File: src/rtl/pong_game_sequencer_if.sv
// Game-flow bus between the sequencer, the ball datapath and the score/screen logic.
interface pong_game_sequencer_if;
  logic       start;
  logic       frame_tick;
  logic       miss_left;
  logic       miss_right;
  logic       ball_run;
  logic       ball_center;
  logic       serve_dir;
  logic [3:0] p1_score;
  logic [3:0] p2_score;
  logic [1:0] winner;
  logic [2:0] state;

  // Driver side: buttons, frame timing and miss reports; observes game status.
  modport master (
    output start, frame_tick, miss_left, miss_right,
    input  ball_run, ball_center, serve_dir, p1_score, p2_score, winner, state
  );

  // Sequencer side.
  modport slave (
    input  start, frame_tick, miss_left, miss_right,
    output ball_run, ball_center, serve_dir, p1_score, p2_score, winner, state
  );
endinterface

File: src/rtl/pong_game_sequencer.sv
// Pong game-flow controller: sequences rallies, keeps both scores and the winner,
// and gates the ball datapath. Every output comes straight from a register.
module pong_game_sequencer #(
  parameter int unsigned WIN_SCORE    = 7,
  parameter int unsigned SERVE_FRAMES = 60,
  parameter int unsigned POINT_FRAMES = 90
) (
  input  logic                 clk_i,
  input  logic                 reset_i,
  pong_game_sequencer_if.slave game_io
);

  localparam logic [3:0] WinScore    = 4'(WIN_SCORE);
  localparam logic [7:0] ServeFrames = 8'(SERVE_FRAMES);
  localparam logic [7:0] PointFrames = 8'(POINT_FRAMES);

  typedef enum logic [2:0] {
    StIdle  = 3'd0,
    StServe = 3'd1,
    StPlay  = 3'd2,
    StPoint = 3'd3,
    StOver  = 3'd4
  } state_e;

  state_e     state_q, state_d;
  logic [7:0] cnt_q, cnt_d;
  logic [3:0] p1_q, p1_d;
  logic [3:0] p2_q, p2_d;
  logic [1:0] winner_q, winner_d;
  logic       serve_dir_q, serve_dir_d;
  logic       ball_center_q, ball_center_d;
  logic       ball_run_q, ball_run_d;
  logic       start_q;

  logic       start_rise;
  logic [3:0] p1_inc, p2_inc;
  logic [7:0] cnt_inc;

  assign start_rise = game_io.start & ~start_q;
  assign p1_inc     = p1_q + 4'd1;
  assign p2_inc     = p2_q + 4'd1;
  assign cnt_inc    = cnt_q + 8'd1;

  // Next-state logic: rally sequencing, scoring and frame counting.
  always_comb begin
    state_d       = state_q;
    cnt_d         = cnt_q;
    p1_d          = p1_q;
    p2_d          = p2_q;
    winner_d      = winner_q;
    serve_dir_d   = serve_dir_q;
    ball_center_d = 1'b0;

    case (state_q)
      StIdle, StOver: begin
        if (start_rise) begin
          state_d       = StServe;
          p1_d          = 4'd0;
          p2_d          = 4'd0;
          winner_d      = 2'd0;
          serve_dir_d   = 1'b0;
          cnt_d         = 8'd0;
          ball_center_d = 1'b1;
        end
      end
      StServe: begin
        if (game_io.frame_tick) begin
          if (cnt_inc == ServeFrames) begin
            state_d = StPlay;
            cnt_d   = 8'd0;
          end else begin
            cnt_d = cnt_inc;
          end
        end
      end
      StPlay: begin
        if (game_io.miss_left && game_io.miss_right) begin
          // Simultaneous misses: replay the serve without scoring.
          state_d       = StServe;
          cnt_d         = 8'd0;
          ball_center_d = 1'b1;
        end else if (game_io.miss_left) begin
          p2_d        = p2_inc;
          serve_dir_d = 1'b1;
          cnt_d       = 8'd0;
          if (p2_inc == WinScore) begin
            state_d  = StOver;
            winner_d = 2'd2;
          end else begin
            state_d = StPoint;
          end
        end else if (game_io.miss_right) begin
          p1_d        = p1_inc;
          serve_dir_d = 1'b0;
          cnt_d       = 8'd0;
          if (p1_inc == WinScore) begin
            state_d  = StOver;
            winner_d = 2'd1;
          end else begin
            state_d = StPoint;
          end
        end
      end
      StPoint: begin
        if (game_io.frame_tick) begin
          if (cnt_inc == PointFrames) begin
            state_d       = StServe;
            cnt_d         = 8'd0;
            ball_center_d = 1'b1;
          end else begin
            cnt_d = cnt_inc;
          end
        end
      end
      default: begin
        state_d = StIdle;
        cnt_d   = 8'd0;
      end
    endcase

    // Registered so ball_run follows the state that is being entered.
    ball_run_d = (state_d == StPlay);
  end

  // State and output registers with synchronous reset.
  always_ff @(posedge clk_i) begin
    if (reset_i) begin
      state_q       <= StIdle;
      cnt_q         <= 8'd0;
      p1_q          <= 4'd0;
      p2_q          <= 4'd0;
      winner_q      <= 2'd0;
      serve_dir_q   <= 1'b0;
      ball_center_q <= 1'b0;
      ball_run_q    <= 1'b0;
      start_q       <= 1'b0;
    end else begin
      state_q       <= state_d;
      cnt_q         <= cnt_d;
      p1_q          <= p1_d;
      p2_q          <= p2_d;
      winner_q      <= winner_d;
      serve_dir_q   <= serve_dir_d;
      ball_center_q <= ball_center_d;
      ball_run_q    <= ball_run_d;
      start_q       <= game_io.start;
    end
  end

  assign game_io.state       = state_q;
  assign game_io.p1_score    = p1_q;
  assign game_io.p2_score    = p2_q;
  assign game_io.winner      = winner_q;
  assign game_io.serve_dir   = serve_dir_q;
  assign game_io.ball_center = ball_center_q;
  assign game_io.ball_run    = ball_run_q;

endmodule

File: src/flat_wrapper.sv
// flat-port wrapper written by rule: the top's interface ports become plain ports
module pong_game_sequencer_flat 
#(
  parameter int unsigned WIN_SCORE    = 7,
  parameter int unsigned SERVE_FRAMES = 60,
  parameter int unsigned POINT_FRAMES = 90
)
  (clk_i, reset_i, game_io_start, game_io_frame_tick, game_io_miss_left, game_io_miss_right, game_io_ball_run, game_io_ball_center, game_io_serve_dir, game_io_p1_score, game_io_p2_score, game_io_winner, game_io_state);
  pong_game_sequencer_if game_io_i ();
  input  logic clk_i;
  input  logic reset_i;
  input wire logic [$bits(game_io_i.start)-1:0] game_io_start;
  input wire logic [$bits(game_io_i.frame_tick)-1:0] game_io_frame_tick;
  input wire logic [$bits(game_io_i.miss_left)-1:0] game_io_miss_left;
  input wire logic [$bits(game_io_i.miss_right)-1:0] game_io_miss_right;
  output wire logic [$bits(game_io_i.ball_run)-1:0] game_io_ball_run;
  output wire logic [$bits(game_io_i.ball_center)-1:0] game_io_ball_center;
  output wire logic [$bits(game_io_i.serve_dir)-1:0] game_io_serve_dir;
  output wire logic [$bits(game_io_i.p1_score)-1:0] game_io_p1_score;
  output wire logic [$bits(game_io_i.p2_score)-1:0] game_io_p2_score;
  output wire logic [$bits(game_io_i.winner)-1:0] game_io_winner;
  output wire logic [$bits(game_io_i.state)-1:0] game_io_state;
  assign game_io_i.start = game_io_start;
  assign game_io_i.frame_tick = game_io_frame_tick;
  assign game_io_i.miss_left = game_io_miss_left;
  assign game_io_i.miss_right = game_io_miss_right;
  assign game_io_ball_run = game_io_i.ball_run;
  assign game_io_ball_center = game_io_i.ball_center;
  assign game_io_serve_dir = game_io_i.serve_dir;
  assign game_io_p1_score = game_io_i.p1_score;
  assign game_io_p2_score = game_io_i.p2_score;
  assign game_io_winner = game_io_i.winner;
  assign game_io_state = game_io_i.state;
  pong_game_sequencer #(.WIN_SCORE(WIN_SCORE), .SERVE_FRAMES(SERVE_FRAMES), .POINT_FRAMES(POINT_FRAMES)) u_core (.clk_i(clk_i), .reset_i(reset_i), .game_io(game_io_i));
endmodule
File: config.mk
export PLATFORM = sky130hd
export DESIGN_NAME = pong_game_sequencer_flat
export DESIGN_NICKNAME = d
export VERILOG_FILES = /design/src/rtl/pong_game_sequencer_if.sv /design/src/rtl/pong_game_sequencer.sv /design/src/flat_wrapper.sv
export SDC_FILE = /design/constraint.sdc
export NUM_CORES = 1
export LEC_CHECK = 0
export ABC_AREA = 1
export CAP_MARGIN = 25
export CORE_ASPECT_RATIO = 1.25
export CORE_UTILIZATION = 40
export DETAILED_ROUTE_END_ITERATION = 6
export GPL_TIMING_DRIVEN = 0
export PLACE_DENSITY_LB_ADDON = 0.2
export SLEW_MARGIN = 20
export SYNTH_ARGS = -nofsm -noshare
export SYNTH_HDL_FRONTEND = slang
export SYNTH_SLANG_ARGS = --single-unit
File: constraint.sdc
create_clock -name clk_i -period 1.57 [get_ports clk_i]
set_input_delay 0.157 -clock clk_i [delete_from_list [all_inputs] [get_ports clk_i]]
set_output_delay 0.157 -clock clk_i [all_outputs]
set_load 0.02 [all_outputs]
==> summary.txt <==
STA
  – Hold Slack: 0.1015 ns
  – Slew headroom: between 60 and 70%
  – Final Critical Period: ~1.5 ns
  – Setup TNS: 0 ns
  – Hold Fails Final Rpt: 0
  – Worst Setup Slack, final: 0.02398 ns
  – Worst-margin pin slew: roughly 0.55 ns
  – Fmax achieved: 646.8 MHz
  – Crit share post-route: a little over nine tenths
  – Fin. max-slew vios: 0
  – RSZ-0062 raised after global routing: yes
  – Final setup fails: 0
  – Final Skew: 0.002354 ns

Synthesis
  – Post-synthesis sequential area ratio: 28.94%
  – Cell Area, Synth: roughly 1700 µm²
  – Cell variety after synth: 30
  – Register bit total from synthesis: 25
  – Ys Warns: 0
  – Synth Area per Inst: 6.550 µm²
  – Post-synthesis net count: 276
  – Synth Instances: 264

Worst setup path
  – CP Launch Type: register
  – R2R Setup Slk: 0.02 ns
  – Endpoint kind of the worst setup timing path: register
  – Max incr delay on CP: ~0.39 ns
  – Worst reg2reg endpoint: u_core.cnt_q[6]
  – CP Max Fanout: 5
  – Slowest CP cell: dfxtp_4
  – CP bufs+invs: 1
  – Worst R2R Start: u_core.cnt_q[1]
  – WP data required: around 1.7 ns
  – Cells on worst reg2reg path: 12
  – Crit path DAT: 1.69 ns
  – Critical Setup Path Class: reg -> reg
  – Crit-path cells: ha_4 -> nand2_2 -> inv_2 -> nor2_2 -> nor2_2 -> nand2_2 -> nor2_4 -> nand2_4 -> nand3_2 -> nand2_1 -> nand2_1 -> a21oi_2
  – Crit-path leading delay family: simple AND/OR/NAND/NOR gates

Finish
  – Multi-input gate area: 1241 µm²
  – Non-filler cells, final: roughly 360
  – Antenna diode count: 0
  – Commonest non-fill, non-tap cells in the layout: nand2_1, inv_1, clkdlybuf4s50_1, nand3_1, nor2_1
  – Fill count: roughly 410
  – Nets: 313
  – Most common cell after layout, fill and taps aside: nand2_1
  – Design area: 2345 µm²
  – Reg area: around 530 µm²
  – Final core utilization: 56.75%
  – Share of layout cells above drive strength 1: 31.67%
  – Layout area overhead: 35.60%

Floorplanning
  – Ports: 22
  – Die Y: 75.51 µm
  – Core area: 4131 µm²
  – Number of placement rows: 26
  – Die area: 4591 µm²
  – Initial Utilization: 41.85%
  – Die X: 60.81 µm

Placement
  – HPWL Detailed: about 2.9 mm
  – Dpl cells: 340
  – Placed cell area: 1999 µm²
  – Port buffer count: 20
  – RePlAce Congestion: 0.8522
  – Placement Setup Slack: -0.2191 ns

Clock tree
  – Clk_lat worst skew: roughly 0.27 ns
  – CTS max path bufs: 2
  – Root Buffer Master: clkbuf_8
  – Clock transition at path regs: around 0.09 ns
  – # clock sinks: 25
  – TritonCTS clock tree: built
  – Total number of H-tree levels: 1
  – Total CTS buffers: 3

Global route
  – Gr usage total: 18.36%
  – Number of antenna violations at the first check in global routing: 0
  – First-pass GRT wire length: approximately 6.4 mm
  – Vias in the first global route: 1487
  – Grt ovf: 0
  – Largest net degree at the start of global routing: 15

Job
  – Max Cap Violations: 0

Min path
  – Hold Path Cell Cnt: 2
  – Source of the worst hold timing path: reset_i
  – Hold worst-path end: u_core.cnt_q[2]
  – Hold WC Path Type: in -> reg

Detailed routing
  – Vias: 1780
  – Drt via density: 5.000
  – DRT antenna net count: 0
  – TritonRoute pass-1 iters: 4
  – Drt total wl: 4.228 mm
  – Drt initial violations: 47
  – Remaining DRCs: 0
  – Routed wire per std cell: ~12 µm

Power
  – VDD IR max: 0.3268 mV
  – Leakage: a little over 0.9 nW
  – Internal power: 0.9093 mW
  – Clock power frac: 30.1%
  – Switching power: approximately 0.38 mW
  – Combinational cell fraction of total power: approximately a fifth
  – PwrDens: 548.6 nW/µm²
  – Reg power frac: 51.2%
  – Sw Ratio: 29.31%
  – Tot Pwr: 1.286 mW

Run status
  – Outcome: finished, final reports clean
synthesized netlist by cell type (all sizes together):
master	instances	share of area [%]
buf	1	0.43
nor2	35	12
nor3	2	0.87
nand2	84	20
nand3b	1	0.43
a21oi	19	5.7
nand3	25	9.3
nand4	6	2.2
xor2	1	0.51
dfxtp	25	29
inv	41	9.0
o21ai	14	5.1
o21a	1	0.43
a21boi	2	0.87
clkbuf	1	0.22
ha	6	4.3
worst max-delay path by stage:
stage | start | endpoint | slack [ns] | cells after the start
after floorplan | u_core.game_io.p1_score[1] | u_core.game_io.state[1] | 0.05 | 14
after global placement | game_io_start | u_core.game_io.p2_score[3] | -0.21 | 9
after detailed placement | game_io_start | u_core.game_io.winner[0] | -0.22 | 11
after CTS | u_core.game_io.state[2] | u_core.cnt_q[0] | 0.000005 | 10
after global routing | u_core.game_io.p2_score[0] | u_core.game_io.ball_run | -0.13 | 10
final | u_core.cnt_q[1] | u_core.cnt_q[6] | 0.02 | 12
repair_timing:
action	CTS	global route
gates cloned	0	1
hold endpoints to repair	0	0
buffers inserted	1	10
hold buffers	0	0
pin swaps	1	20
endpoints found under the setup margin	15	20
resized for setup	15	50
state kept, by name (all words and copies together) (netlist names):
signal / flops
u_core.cnt_q: 8
u_core.game_io.ball_center: 1
u_core.game_io.ball_run: 1
u_core.game_io.p1_score: 4
u_core.game_io.p2_score: 4
u_core.game_io.serve_dir: 1
u_core.game_io.state: 3
u_core.game_io.winner: 2
u_core.start_q: 1
worst reg2reg max path: stages, from the launching register on:
cell	delay, ns
dfxtp_4	0.39
ha_4	0.19
nand2_2	0.07
inv_2	0.06
nor2_2	0.04
nor2_2	0.11
nand2_2	0.07
nor2_4	0.18
nand2_4	0.10
nand3_2	0.07
nand2_1	0.05
nand2_1	0.06
a21oi_2	0.05
routing by layer:
metal | share of wire [%] | vias to the layer above | GRT usage, %
li1 | - | 914 | -
met1 | 42 | 820 | 22.40
met2 | 53 | 36 | 32.36
met3 | 2.8 | 10 | 2.207
met4 | 2.2 | 0 | 7.576
met5 | 0 | - | 0
power by group through the flow:
stage / logic (mW) / clock network [mW] / registers, mW
floorplan: 0.117 / 0 / 0.689
global placement: 0.199 / 0 / 0.678
detailed placement: 0.198 / 0 / 0.678
CTS: 0.202 / 0.401 / 0.665
global route: 0.268 / 0.424 / 0.660
finish: 0.242 / 0.387 / 0.658
final cells by class:
cell class	count	share of cell area (%)
Inverter	41	6.884
Multi-Input combinational cell	197	52.93
Timing Repair Buffer	31	12.06
Clock inverter	1	0.2134
Tap cell	56	2.988
Buffer	2	0.4803
Sequential cell	25	22.68
Clock buffer	3	1.761
kinds of logic after synthesis:
| kind of cell | Yosys count | share of synthesized area (%) |
|---|---|---|
| AO/OA/AOI/OAI | 36 | 12.16 |
| buffers and inverters | 43 | 9.696 |
| XOR/XNOR | 1 | 0.5066 |
| adder cells (fa/ha/maj) | 6 | 4.341 |
| AND/OR/NAND/NOR | 153 | 44.36 |
| flip-flops | 25 | 28.94 |
No activity file was read; power rests on OpenSTA's default activity.
==> patch 1, RTL diff (same settings) <==
Take the reset off `p1_q` and `p2_q` and load them in a clocked block of their own.
--- a/src/rtl/pong_game_sequencer.sv
+++ b/src/rtl/pong_game_sequencer.sv
@@ -127,8 +127,6 @@
     if (reset_i) begin
       state_q       <= StIdle;
       cnt_q         <= 8'd0;
-      p1_q          <= 4'd0;
-      p2_q          <= 4'd0;
       winner_q      <= 2'd0;
       serve_dir_q   <= 1'b0;
       ball_center_q <= 1'b0;
@@ -137,14 +135,17 @@
     end else begin
       state_q       <= state_d;
       cnt_q         <= cnt_d;
-      p1_q          <= p1_d;
-      p2_q          <= p2_d;
       winner_q      <= winner_d;
       serve_dir_q   <= serve_dir_d;
       ball_center_q <= ball_center_d;
       ball_run_q    <= ball_run_d;
       start_q       <= game_io.start;
     end
+  end
+
+  always_ff @(posedge clk_i) begin
+    p1_q <= p1_d;
+    p2_q <= p2_d;
   end
 
   assign game_io.state       = state_q;
Check against the original RTL: same outputs for any inputs over 10 cycles, from zero or initial values and one cycle with reset_i high; that may be too few to reach the edited logic, so the function may still have changed.
==> patch 1 against the original RTL <==
- the flow now finishes with violations (negative setup slack)
- die area down 5.7%
- synthesized cell count down 8.3%
- routed wire length down 7.9%
- total power up 7.9%
- setup slack worse by 0.059 ns
- area after synthesis down 5.9%
- final area down 3.0%
- sequential cell count unchanged
- core utilization up 2.3 points
- via count down 9.5%
- first-iteration DRC count up 8.5%
==> patch 1: results (changes against the original RTL) <==
[placed_design]
io_buffer_count=21  ; was 20
hpwlAfterDp_microns=2760  ; was 2870 microns
dpl_worst_slack_ns=-0.396  ; was -0.219 ns
finalWeightedCongestion=0.844  ; was 0.852

[logic_synthesis]
synth-seq-area-share=0.357  ; was 0.289
synth.lib_cells_used.distinct=26  ; was 30
mappedNetlistNets=254  ; was 276
post_synth_main_area_contributors=sky130_fd_sc_hd__dfxtp_1 21%, sky130_fd_sc_hd__nand2_1 18%, sky130_fd_sc_hd__edfxtp_1 15%, sky130_fd_sc_hd__inv_1 7.8%, sky130_fd_sc_hd__nor2_1 6.7%  ; was sky130_fd_sc_hd__dfxtp_1 29%, sky130_fd_sc_hd__nand2_1 16%, sky130_fd_sc_hd__inv_1 7.4%, sky130_fd_sc_hd__nand3_1 6.1%, sky130_fd_sc_hd__a21oi_1 5.2%
number_of_enable_flip_flop_cells_after_synthesis=8  ; was 0
synth_ff_type=sky130_fd_sc_hd__dfxtp_1  ; unchanged

[timing]
finalSetupViolations=6  ; was 0
setup_total_negative_slack_ns=-0.130  ; was 0 ns
worst_clk_skew_ns=0.00548  ; was 0.00235 ns
worst_hold_slack_ns=0.433  ; was 0.102 ns
final_setup_margin_ns=-0.0347  ; was 0.0240 ns

[worst_setup_path]
arrival_ns=1.74  ; was 1.69 ns
worst-r2r-cell-count=9  ; was 12
crit_path_end=u_core.cnt_q[4]  ; was u_core.cnt_q[6]
crit_start=u_core.game_io.state[1]  ; was u_core.cnt_q[1]
critical_path.max_fanout=6  ; was 5

[pwr]
p_int_mw=0.981  ; was 0.909 mW
ir_drop_uv=499  ; was 327 uV
total_leakage_power_nw=0.929  ; was 0.913 nW

[run_status]
failing_checks=negative setup slack
run_status=complete, but fails checks  ; was complete, no violations

[cts]
cts.reportedPaths.clkPinSlew_ns=0.09  ; about the same

[detailed_routing]
wl_per_cell_microns=11.7  ; was 11.9 microns
via_count=1611  ; was 1780
detailedRoute.firstIterationViolations=51  ; was 47

[global_route]
grt_usage=0.183  ; was 0.184
wire_length_of_the_first_global_routing_pass_microns=6090  ; was 6400 microns
grt_pass1_vias=1478  ; was 1487

[hold_path]
hold_crit_endpoint=u_core.start_q  ; was u_core.cnt_q[2]
hold_path.startpoint=game_io_start  ; was reset_i

[finish]
post_route_cells_drive_above_1_share=0.343  ; was 0.317

## patch 1: tightest hold or removal path: cells and delay by family
kind	cells	cell delay, ns
buffers and inverters	2	0.47
and+or+nand+nor	1	0.04
## patch 1: metrics by stage
step                utilization  std cells
floorplan                     -        242
CTS                       0.538        328
global placement          0.498        317
finish                    0.591        334
global route              0.591        334
detailed placement        0.498        317
## patch 1: kinds of logic (layout without fill, tap and decap cells)
kind of cell	after synthesis	after routing	share of synthesized area
AO/OA/AOI/OAI	24	24	0.0892
adder cells (fa/ha/maj)	6	6	0.0461
flip-flops	25	25	0.357
buffers and inverters	40	78	0.0961
AND/OR/NAND/NOR	145	145	0.401
XOR/XNOR	2	2	0.0108
## patch 1: routing by layer
metal / up-vias / global-route usage / routed length (microns)
met5: - / 0 / 0
met4: 0 / 0.0794 / 76
met3: 7 / 0.0158 / 72
met2: 22 / 0.357 / 2200
met1: 747 / 0.194 / 1540
li1: 835 / - / -
## patch 1: power by group through the flow
stage / clock network, mW / logic [mW] / registers [mW]
2_1_floorplan: 0 / 0.135 / 0.741
5_1_grt: 0.429 / 0.317 / 0.711
3_5_place_dp: 0 / 0.232 / 0.727
4_1_cts: 0.407 / 0.256 / 0.709
3_3_place_gp: 0 / 0.230 / 0.726
6_report: 0.391 / 0.290 / 0.708
## patch 1: final cells by class
cell class | instances | area [sq um]
fill | 394 | 1570
multi-input combinational | 177 | 1080
sequential | 25 | 601
timing repair buffer | 33 | 303
inverter | 38 | 153
tap | 54 | 67.6
clock buffer | 3 | 41.3
buffer | 2 | 15.0
clock inverter | 1 | 7.51
timing repair inverter | 1 | 6.26
## patch 1: repair_timing
item,CTS,global route
buffers inserted,7,6
gates resized for setup,20,49
cloned,0,1
setup endpoints to repair,23,24
pin swaps,10,22
==> patch 2, RTL diff (same flow settings) <==
Made on the original files. `WIN_SCORE` is set to 7 in 2 places; all go to 4.
--- a/src/rtl/pong_game_sequencer.sv
+++ b/src/rtl/pong_game_sequencer.sv
@@ -1,7 +1,7 @@
 // Pong game-flow controller: sequences rallies, keeps both scores and the winner,
 // and gates the ball datapath. Every output comes straight from a register.
 module pong_game_sequencer #(
-  parameter int unsigned WIN_SCORE    = 7,
+  parameter int unsigned WIN_SCORE    = 4,
   parameter int unsigned SERVE_FRAMES = 60,
   parameter int unsigned POINT_FRAMES = 90
 ) (
--- a/src/flat_wrapper.sv
+++ b/src/flat_wrapper.sv
@@ -1,7 +1,7 @@
 // flat-port wrapper written by rule: the top's interface ports become plain ports
 module pong_game_sequencer_flat 
 #(
-  parameter int unsigned WIN_SCORE    = 7,
+  parameter int unsigned WIN_SCORE    = 4,
   parameter int unsigned SERVE_FRAMES = 60,
   parameter int unsigned POINT_FRAMES = 90
 )
Check against the original RTL: no difference found for any inputs over 10 cycles, from zero or initial values and one cycle with reset_i high; that may be too few to reach the edited logic, so the function may still have changed.
==> patch 2 against the original RTL <==
- area after synthesis decreased by 7.6%
- sequential cell count unchanged
- fmax decreased by 1.7%
- final area decreased by 12%
- routed wire length decreased by 13%
- total power decreased by 2.1%
- sequential share of layout area increased by 2.2 points
- critical path type unchanged
- count of clock-buffer cells in the layout increased by 1
- setup slack got worse by 0.027 ns
- core utilization decreased by 2.4 points
- via count decreased by 11%
- the run now ends with negative setup slack left
- first-iteration DRC count increased by 40%
==> patch 2: results (changes against the original RTL) <==
[run_status]
run_status=complete, but fails checks  ; was complete, no violations
failing_checks=negative setup slack

[worst_setup_path]
critical_path.max_fanout=5  ; unchanged
arrival_ns=1.72  ; was 1.69 ns

[global_route]
pin_count_of_the_biggest_net_entering_global_routing=14  ; was 15
groute.layer.met3.usage=0.0160  ; was 0.0221
grt_usage=0.184  ; about the same
wire_length_of_the_first_global_routing_pass_microns=6040  ; was 6400 microns
grt.met2_usage=0.327  ; was 0.324
grt_pass1_vias=1335  ; was 1487

[cts]
htree_levels=1  ; unchanged
cts.repair.resized=18  ; was 15
post-cts-setup-buffers=3  ; was 1

[detailed_routing]
drt-met1-wl_microns=1670  ; was 1790 microns
routed-wl-met3_microns=85  ; was 120 microns
wl_per_cell_microns=11.3  ; was 11.9 microns
routed-wl-met2_microns=1890  ; was 2220 microns
detailedRoute.firstIterationViolations=66  ; was 47
vias_per_cell=4.87  ; was 5.00

[logic_synthesis]
synth_warnings=0  ; unchanged
synthXorXnorAreaFrac=0.00548  ; was 0.00507
synth_compound_gate_area_share=0.135  ; was 0.122
post_synth_main_area_contributors=sky130_fd_sc_hd__dfxtp_1 31%, sky130_fd_sc_hd__nand2_1 14%, sky130_fd_sc_hd__nand3_1 8.1%, sky130_fd_sc_hd__inv_1 7.3%, sky130_fd_sc_hd__nor2_1 6.3%  ; was sky130_fd_sc_hd__dfxtp_1 29%, sky130_fd_sc_hd__nand2_1 16%, sky130_fd_sc_hd__inv_1 7.4%, sky130_fd_sc_hd__nand3_1 6.1%, sky130_fd_sc_hd__a21oi_1 5.2%
synth_top_cell_area_share=0.313  ; was 0.289
synthAdderAreaFrac=0.0313  ; was 0.0434
netlist_top_cells_count=60 x sky130_fd_sc_hd__nand2_1, 31 x sky130_fd_sc_hd__inv_1, 27 x sky130_fd_sc_hd__nor2_1  ; was 74 x sky130_fd_sc_hd__nand2_1, 34 x sky130_fd_sc_hd__inv_1, 25 x sky130_fd_sc_hd__dfxtp_1
mappedNetlistNets=256  ; was 276
synth.lib_cells_used.distinct=32  ; was 30
post_synth_inst_count=246  ; was 264
synth-seq-area-share=0.313  ; was 0.289

[placed_design]
place_inst=320  ; was 340
dpl-instance-area_sq_um=1870  ; was 2000 sq um
dpl_worst_slack_ns=-0.255  ; was -0.219 ns
finalWeightedCongestion=0.846  ; was 0.852
hpwlAfterDp_microns=2730  ; was 2870 microns

[pwr]
total_leakage_power_nw=0.794  ; was 0.913 nW
ir_drop_uv=271  ; was 327 uV

[finish]
n_fill_cell=400  ; was 407
post_route_cells_drive_above_1_share=0.264  ; was 0.317
area_growth_pct=29.8  ; was 35.6%
regMostFlops=u_core.cnt_q  ; unchanged
final_net_count=284  ; was 313

[timing]
setup_total_negative_slack_ns=-0.00266  ; was 0 ns
finalSetupViolations=1  ; was 0
final_setup_margin_ns=-0.00266  ; was 0.0240 ns
worst_clk_skew_ns=0.00234  ; was 0.00235 ns

[patch 2: cell type report]
type | instances | share of cell area
clock buffer | 4 | 0.0217
inverter | 36 | 0.0670
timing repair buffer | 23 | 0.107
multi-input combinational | 182 | 0.513
buffer | 3 | 0.00905
tap | 54 | 0.0326
sequential | 25 | 0.249
[patch 2: final timing paths]
check                              to  slack, ns  depth (start not counted)
max           u_core.game_io.ball_run     -0.003                         12
min                   u_core.cnt_q[2]       0.22                          2
max reg2reg   u_core.game_io.ball_run     -0.003                         12
min reg2reg  u_core.game_io.winner[0]       0.45                          2
[patch 2: kinds of logic after synthesis]
| family | after synthesis |
|---|---|
| AOI/OAI and AO/OA | 36 |
| and+or+nand+nor | 141 |
| buffers and inverters | 39 |
| DFF | 25 |
| xor gates and xnor gates | 1 |
| adders and majority gates | 4 |
[patch 2: where the power goes]
part	switching [mW]	total [mW]	internal [mW]
combinational	0.138	0.211	0.0736
clock	0.210	0.392	0.182
sequential	0.0118	0.657	0.645
total	0.360	1.26	0.900
